## config.mk

```make
export PLATFORM = sky130hd
export DESIGN_NAME = note_display_ctrl_flat
export DESIGN_NICKNAME = d
export VERILOG_FILES = /design/src/rtl/note_display_ctrl_if.sv /design/src/rtl/note_display_ctrl.sv /design/src/flat_wrapper.sv
export SDC_FILE = /design/constraint.sdc
export NUM_CORES = 1
export LEC_CHECK = 0
export ABC_AREA = 1
export CELL_PAD_IN_SITES_DETAIL_PLACEMENT = 0
export CELL_PAD_IN_SITES_GLOBAL_PLACEMENT = 1
export CORE_ASPECT_RATIO = 0.75
export CORE_MARGIN = 2
export CORE_UTILIZATION = 38
export CTS_CLUSTER_SIZE = 10
export DETAILED_ROUTE_END_ITERATION = 12
export PLACE_DENSITY_LB_ADDON = 0.1
export SYNTH_ARGS = -nofsm -noshare
export SYNTH_HDL_FRONTEND = slang
export SYNTH_SLANG_ARGS = --single-unit
```

## constraint.sdc

```tcl
create_clock -name clk -period 3.1 [get_ports clk]
set_input_delay 0.465 -clock clk [delete_from_list [all_inputs] [get_ports clk]]
set_output_delay 0.465 -clock clk [all_outputs]
set_load 0.005 [all_outputs]
```

## src/rtl/note_display_ctrl_if.sv

```systemverilog
// note_display_ctrl_if: note source and pixel-path signals of note_display_ctrl
interface note_display_ctrl_if;
  logic [17:0] note;
  logic        frame_start;
  logic [9:0]  pix_x;
  logic [9:0]  pix_y;
  logic [17:0] lit;
  logic        busy;
  logic        commit;
  logic        frame_miss;
  logic        pix_on;
  logic [4:0]  pix_note;
  modport master (
    output note, frame_start, pix_x, pix_y,
    input  lit, busy, commit, frame_miss, pix_on, pix_note
  );
  modport slave (
    input  note, frame_start, pix_x, pix_y,
    output lit, busy, commit, frame_miss, pix_on, pix_note
  );
endinterface

```

## src/rtl/note_display_ctrl.sv

```systemverilog
// note_display_ctrl: per-frame lit-note scan plus registered key-box hit test; NOTE_DISPLAY_HOLD_EN enables release hold
module note_display_ctrl #(
  parameter int X0          = 160,
  parameter int Y0          = 400,
  parameter int PITCH       = 32,
  parameter int HALF        = 10,
  parameter int MAX_BOXES   = 18,
  parameter int HOLD_FRAMES = 8
) (
  input logic clk,
  input logic reset,
  note_display_ctrl_if.slave io
);
  typedef enum logic {IDLE, SCAN} state_t;
  localparam logic [4:0]  MAXB = 5'(MAX_BOXES > 18 ? 18 : MAX_BOXES);
  localparam logic [10:0] H    = 11'(HALF);
  localparam logic [10:0] CY   = 11'(Y0);
  state_t      state_q, state_d;
  logic [17:0] note_snap_q, note_snap_d, shadow_q, shadow_d, lit_q, lit_d, hit;
  logic [4:0]  idx_q, idx_d, count_q, count_d, pix_note_q, pix_note_d;
  logic        commit_q, commit_d, frame_miss_q, frame_miss_d, pix_on_q, pix_on_d;
  logic        cand, take, inbox_y;
  logic [10:0] px, py;
  if (HOLD_FRAMES < 1 || HOLD_FRAMES > 15) begin : g_bad_hold
    $error("HOLD_FRAMES out of range 1..15");
  end
`ifdef NOTE_DISPLAY_HOLD_EN
  logic [3:0] hc_q [18];
  logic [3:0] hc_d [18];
  always_comb begin
    hc_d = hc_q;
    cand = note_snap_q[idx_q] | (hc_q[idx_q] != 4'd0);
    if (state_q == SCAN)
      hc_d[idx_q] = note_snap_q[idx_q] ? 4'(HOLD_FRAMES) : hc_q[idx_q] - {3'b0, cand};
  end
`else
  assign cand = note_snap_q[idx_q];
`endif
  assign take = cand && (count_q < MAXB);
  always_comb begin
    state_d      = state_q;
    note_snap_d  = note_snap_q;
    idx_d        = idx_q;
    count_d      = count_q;
    shadow_d     = shadow_q;
    lit_d        = lit_q;
    commit_d     = 1'b0;
    frame_miss_d = frame_miss_q | (io.frame_start && state_q == SCAN);
    if (state_q == IDLE) begin
      if (io.frame_start) begin
        state_d     = SCAN;
        note_snap_d = io.note;
        idx_d       = 5'd0;
        count_d     = 5'd0;
        shadow_d    = 18'd0;
      end
    end else begin
      shadow_d[idx_q] = take;
      count_d         = count_q + {4'b0, take};
      idx_d           = idx_q + 5'd1;
      if (idx_q == 5'd17) begin
        lit_d    = shadow_d;
        commit_d = 1'b1;
        state_d  = IDLE;
      end
    end
  end
  // bounds compared as p+HALF > c so a negative low bound needs no special case
  assign px      = {1'b0, io.pix_x};
  assign py      = {1'b0, io.pix_y};
  assign inbox_y = (py + H > CY) && (py < CY + H);
  for (genvar g = 0; g < 18; g++) begin : g_box
    localparam logic [10:0] CX = 11'(X0 + g * PITCH);
    assign hit[g] = lit_q[g] & inbox_y & (px + H > CX) & (px < CX + H);
  end
  always_comb begin
    pix_on_d   = |hit;
    pix_note_d = 5'd0;
    for (int k = 17; k >= 0; k--) pix_note_d = hit[k] ? 5'(k) : pix_note_d;
  end
  always_ff @(posedge clk) begin
    if (reset) begin
      state_q      <= IDLE;
      note_snap_q  <= '0;
      idx_q        <= '0;
      count_q      <= '0;
      shadow_q     <= '0;
      lit_q        <= '0;
      commit_q     <= 1'b0;
      frame_miss_q <= 1'b0;
      pix_on_q     <= 1'b0;
      pix_note_q   <= '0;
`ifdef NOTE_DISPLAY_HOLD_EN
      for (int k = 0; k < 18; k++) hc_q[k] <= '0;
`endif
    end else begin
      state_q      <= state_d;
      note_snap_q  <= note_snap_d;
      idx_q        <= idx_d;
      count_q      <= count_d;
      shadow_q     <= shadow_d;
      lit_q        <= lit_d;
      commit_q     <= commit_d;
      frame_miss_q <= frame_miss_d;
      pix_on_q     <= pix_on_d;
      pix_note_q   <= pix_note_d;
`ifdef NOTE_DISPLAY_HOLD_EN
      hc_q         <= hc_d;
`endif
    end
  end
  assign io.lit        = lit_q;
  assign io.busy       = state_q == SCAN;
  assign io.commit     = commit_q;
  assign io.frame_miss = frame_miss_q;
  assign io.pix_on     = pix_on_q;
  assign io.pix_note   = pix_note_q;
endmodule

```

## src/flat_wrapper.sv

```systemverilog
// flat-port wrapper written by rule: the top's interface ports become plain ports
module note_display_ctrl_flat 
#(
  parameter int X0          = 160,
  parameter int Y0          = 400,
  parameter int PITCH       = 32,
  parameter int HALF        = 10,
  parameter int MAX_BOXES   = 18,
  parameter int HOLD_FRAMES = 8
)
  (clk, reset, io_note, io_frame_start, io_pix_x, io_pix_y, io_lit, io_busy, io_commit, io_frame_miss, io_pix_on, io_pix_note);
  note_display_ctrl_if io_i ();
  input logic clk;
  input logic reset;
  input wire logic [$bits(io_i.note)-1:0] io_note;
  input wire logic [$bits(io_i.frame_start)-1:0] io_frame_start;
  input wire logic [$bits(io_i.pix_x)-1:0] io_pix_x;
  input wire logic [$bits(io_i.pix_y)-1:0] io_pix_y;
  output wire logic [$bits(io_i.lit)-1:0] io_lit;
  output wire logic [$bits(io_i.busy)-1:0] io_busy;
  output wire logic [$bits(io_i.commit)-1:0] io_commit;
  output wire logic [$bits(io_i.frame_miss)-1:0] io_frame_miss;
  output wire logic [$bits(io_i.pix_on)-1:0] io_pix_on;
  output wire logic [$bits(io_i.pix_note)-1:0] io_pix_note;
  assign io_i.note = io_note;
  assign io_i.frame_start = io_frame_start;
  assign io_i.pix_x = io_pix_x;
  assign io_i.pix_y = io_pix_y;
  assign io_lit = io_i.lit;
  assign io_busy = io_i.busy;
  assign io_commit = io_i.commit;
  assign io_frame_miss = io_i.frame_miss;
  assign io_pix_on = io_i.pix_on;
  assign io_pix_note = io_i.pix_note;
  note_display_ctrl #(.X0(X0), .Y0(Y0), .PITCH(PITCH), .HALF(HALF), .MAX_BOXES(MAX_BOXES), .HOLD_FRAMES(HOLD_FRAMES)) u_core (.clk(clk), .reset(reset), .io(io_i));
endmodule
```

==> results.txt <==
- Antenna cells: 0
- Worst reg-to-reg path cell count: 11
* Post-synthesis share of cell area spent on full adders, half adders and majority gates: 0.0191
- Count of vias placed by the detailed router: 5288
- After detailed routing, the number of vias per cell comes to 5.17.
- Total of flip-flops plus latches after synthesis: 72
- Counting tap cells, the placed design contains a total of 1006 instances.
- In the final design database the tool counted 903 nets.
- Clock period minus final worst setup slack: 2.82 ns
- Counting the fill cells in the layout gives 1178.
- The tree is rooted in a sky130_fd_sc_hd__clkbuf_16.
* Fraction of synthesized cell area in xor and xnor cells: 0
* Fraction of layout instances using a drive strength above 1: 0.153
* Ys async rst share: 0
- Tot Pwr: 2360 uW
- Clock-pin slew was measured on the worst setup and hold paths at 0.05 ns.
- CTS Hold Bufs: 0
* Cell leakage power: 0.00261 uW
- Hold endpoint: u_core.shadow_q[13]
- Final routed DRC violation total: 0
- Post CTS Setup Buffer Count: 0
- After legalization and detailed placement, the total HPWL measured 12.7 mm.
- Timing would allow up to 0.354 GHz.
- In this run the vertical extent of the chip is 99.2 um.
- Beginning of the worst hold path: u_core.shadow_q[13]
- Share of synthesized area occupied by flip-flops and latches: 0.314
- The signal on the critical path passes through clkdlybuf4s50_1 -> buf_4 -> nand3b_1 -> nand3_1 -> nand2_1 -> nor2_1 -> a2111oi_0 -> buf_4 -> nand2_1 -> a21oi_1 -> a21boi_0 -> nand2_1 -> nand2_1 -> nand2_1 -> a21oi_1.
* Multiplexer fraction of the synthesized cell area: 0
- Gates resized during post-CTS repair numbered 0.
* Number of global-route vias before repair: 4799
- Maximum clock skew at final layout: 0.00796 ns
* Leading cell types in the layout, fill and taps excluded: 138 x sky130_fd_sc_hd__nand2_1, 125 x sky130_fd_sc_hd__nor2_1, 80 x sky130_fd_sc_hd__inv_1
* Number of flops mapped to enable cells by yosys: 0
- The initial antenna violation count came to 0.
- In this run the power density over the cells is 385 mW/mm2.
* Row Count: 34
* Cell occurring most often along the worst timing path: sky130_fd_sc_hd__nand2_1
- Final wirelength: 16.1 mm
- Along the worst hold path, the cell count comes to 2.
- Post-synthesis share of cell area spent on and, or, nand and nor gates: 0.412
- Yosys printed 0 warnings.
- The netlist uses 46 different library cells.
* Period Utilization, post-route: 0.911
* Htree depth: 3
- Arrival time worst endpoint: 3.04 ns
- Crit. Startpoint: io_pix_x[2]
* Synthesized instance count: 738
- In this run the tightest slew margin relative to its limit is 0.476.
- Number of nets produced by synthesis: 786
* CP Buf/Inv Count: 3
- Number of hold violations in the final report: 0
- In the global route stage, overall resource usage came out at 0.252.
- In this run the worst path has a maximum fanout of 7.
- Synth Area in Compound Gates: 0.155
* Placeable core region: 0.0117 mm2
* Kind of end point of the critical path: flop
- Routability congestion estimate from global placement: 1.01
- Maximum number of pins on one net before global-route repair: 29
* Top-level port count: 68
- Horizontal extent of the die: 131 um
- Drt pass-1 iters: 5
- Setup violations remaining at the end of the flow were counted as 0.
* Predominant post-synthesis flop cell: sky130_fd_sc_hd__dfxtp_1
- The cell area that synthesis handed to floorplanning was 0.00459 mm2.
* Startpoint type of the worst setup path: input port
- The cell family contributing the most delay on the critical path is buffers and inverters.
- Total grt overflow: 0
* Longest Clk Path Bufs: 2
* Layout overhead on the synthesized area: 33.4%
- Sequential Area: 0.00144 mm2
- Clock latency reported for the late side of the worst-skew pair: 0.33 ns
* Hold/Removal Path Class: reg2reg
* Startpoint-to-endpoint class of the critical path: in2reg
* Max-slew violation total from the final report: 0
* Crit path required time: 3.32 ns
* Most common library cell in the layout ignoring fill and taps: sky130_fd_sc_hd__nand2_1
- TritonCTS built the clock tree.
- Startpoint of the worst-slack reg-to-reg timing path: u_core.idx_q[1]
* Post-layout util: 0.524
* Crit Reg-Reg Endpoint: u_core.shadow_q[10]
- In this run the remaining antenna-violating nets after routing total 0.
* Slowest cell on the critical path: sky130_fd_sc_hd__a2111oi_0
- Dominant combinational cell family by area after synthesis: simple AND/OR/NAND/NOR gates
- Synthesized area per cell: 6.23 um2
* Unrepaired setup endpoints after global routing: false
* Flop2flop setup slack: 0.46 ns
- Dividing the detail-routed wire length by the instance count gives 15.7 um.
- The die covers 0.0130 mm2.
* Largest incremental delay on the critical path: 0.60 ns
* Clock net sink count: 72
- The detailed router finished its first iteration with 372 violations.
- After the flow finishes, the layout carries non-filler instances totaling 1022.
- First-pass GRT wire length: 25.2 mm
- Buffers placed on the I/O ports in this run total 67.
- TritonCTS Buffers: 9
* Initial cell density of the core: 0.393
- For the pin with the worst max-slew slack, the measured transition is 0.785 ns.
* Maximum vdd drop: 0.330 mV
- Result of the run: completed
- Area taken by multi-input logic gates: 0.00269 mm2
- Max-cap violation count: 0
registers in the layout, indices dropped and copies added (netlist names):
register	cells
u_core.count_q	5
u_core.io.frame_miss	1
u_core.io.busy	1
u_core.io.pix_note	5
u_core.note_snap_q	18
u_core.idx_q	5
u_core.shadow_q	17
u_core.io.pix_on	1
u_core.io.commit	1
u_core.io.lit	18
area by class of cell:
cell class	count	share of cell area
multi-input combinational	548	0.439
sequential	72	0.235
timing repair buffer	132	0.189
inverter	92	0.0564
clock buffer	14	0.0447
tap	162	0.0331
clock inverter	2	0.00204
cells by family (layout without fill, tap and decap cells):
family / count (synthesis) / in the layout
flops: 72 / 72
buf+inv: 118 / 240
compound gates: 125 / 125
fa+ha+maj: 7 / 7
simple gates: 416 / 416
worst max path at each step:
stage	endpoint	slack, ns	cells past startpoint
final	u_core.io.pix_note[1]	0.28	15
after global routing	u_core.io.pix_note[4]	0.04	19
after detailed placement	u_core.io.pix_note[4]	-0.02	19
after global placement	u_core.io.pix_note[4]	0.008	19
after floorplan	u_core.io.pix_note[4]	0.80	16
after CTS	u_core.io.lit[12]	0.27	8
power by group:
| group | internal (uW) | switching (uW) |
|---|---|---|
| Sequential | 950 | 12.5 |
| Clock | 606 | 369 |
| Combinational | 168 | 256 |
worst reg2reg max path, cell delays in order (launching register included):
cell	delay, ns
sky130_fd_sc_hd__dfxtp_1	0.40
sky130_fd_sc_hd__inv_1	0.28
sky130_fd_sc_hd__o21ai_0	0.14
sky130_fd_sc_hd__o22ai_1	0.19
sky130_fd_sc_hd__nand2_1	0.08
sky130_fd_sc_hd__nand3_1	0.09
sky130_fd_sc_hd__a221oi_1	0.07
sky130_fd_sc_hd__nor2_1	0.24
sky130_fd_sc_hd__clkinv_1	0.51
sky130_fd_sc_hd__a21oi_1	0.40
sky130_fd_sc_hd__nand2_1	0.08
sky130_fd_sc_hd__a21oi_1	0.11
synth_stat cells (2+ instances only):
cell type / number / area [um2]
sky130_fd_sc_hd__a2111oi_0: 2 / 17.5
sky130_fd_sc_hd__a211oi_1: 2 / 15.0
sky130_fd_sc_hd__a21oi_1: 43 / 215
sky130_fd_sc_hd__a31oi_1: 6 / 37.5
sky130_fd_sc_hd__buf_2: 6 / 30.0
sky130_fd_sc_hd__clkbuf_1: 16 / 60.1
sky130_fd_sc_hd__clkinv_1: 3 / 11.3
sky130_fd_sc_hd__dfxtp_1: 72 / 1440
sky130_fd_sc_hd__ha_1: 7 / 87.6
sky130_fd_sc_hd__inv_1: 80 / 300
sky130_fd_sc_hd__inv_2: 9 / 33.8
sky130_fd_sc_hd__nand2_1: 138 / 518
sky130_fd_sc_hd__nand2_2: 10 / 62.6
sky130_fd_sc_hd__nand2_4: 2 / 22.5
sky130_fd_sc_hd__nand3_1: 64 / 320
sky130_fd_sc_hd__nand3_2: 3 / 30.0
sky130_fd_sc_hd__nand4_1: 14 / 87.6
sky130_fd_sc_hd__nor2_1: 126 / 473
sky130_fd_sc_hd__nor2_2: 9 / 56.3
sky130_fd_sc_hd__nor2_4: 3 / 33.8
sky130_fd_sc_hd__nor3_1: 20 / 100
sky130_fd_sc_hd__nor4_1: 11 / 68.8
sky130_fd_sc_hd__nor4_2: 2 / 25.0
sky130_fd_sc_hd__o211ai_1: 4 / 30.0
sky130_fd_sc_hd__o21ai_0: 51 / 255
sky130_fd_sc_hd__o21ai_1: 2 / 10.0
sky130_fd_sc_hd__o22ai_1: 4 / 25.0
sky130_fd_sc_hd__or2_2: 11 / 68.8
stage by stage:
stage / setup TNS [ns] / instance area (um2) / setup WS (ns) / hold WS [ns]
2_1_floorplan: 0 / 4590 / 0.802 / 0.439
3_3_place_gp: 0 / 5840 / 0.00798 / 0.447
3_5_place_dp: -0.0188 / 5840 / -0.0188 / 0.455
4_1_cts: 0 / 6120 / 0.266 / 0.467
5_1_grt: 0 / 6130 / 0.0355 / 0.486
6_report: 0 / 6130 / 0.275 / 0.464
metal layers:
| metal | vias up | wire (um) | part of all wire | global-route usage |
|---|---|---|---|---|
| met5 | - | 0 | 0 | 0 |
| met4 | 0 | 139 | 0.0087 | 0.0450 |
| met1 | 2396 | 8590 | 0.54 | 0.409 |
| li1 | 2669 | - | - | - |
| met3 | 13 | 1350 | 0.084 | 0.0570 |
| met2 | 210 | 5970 | 0.37 | 0.334 |
(Power assumes the default switching activity.)
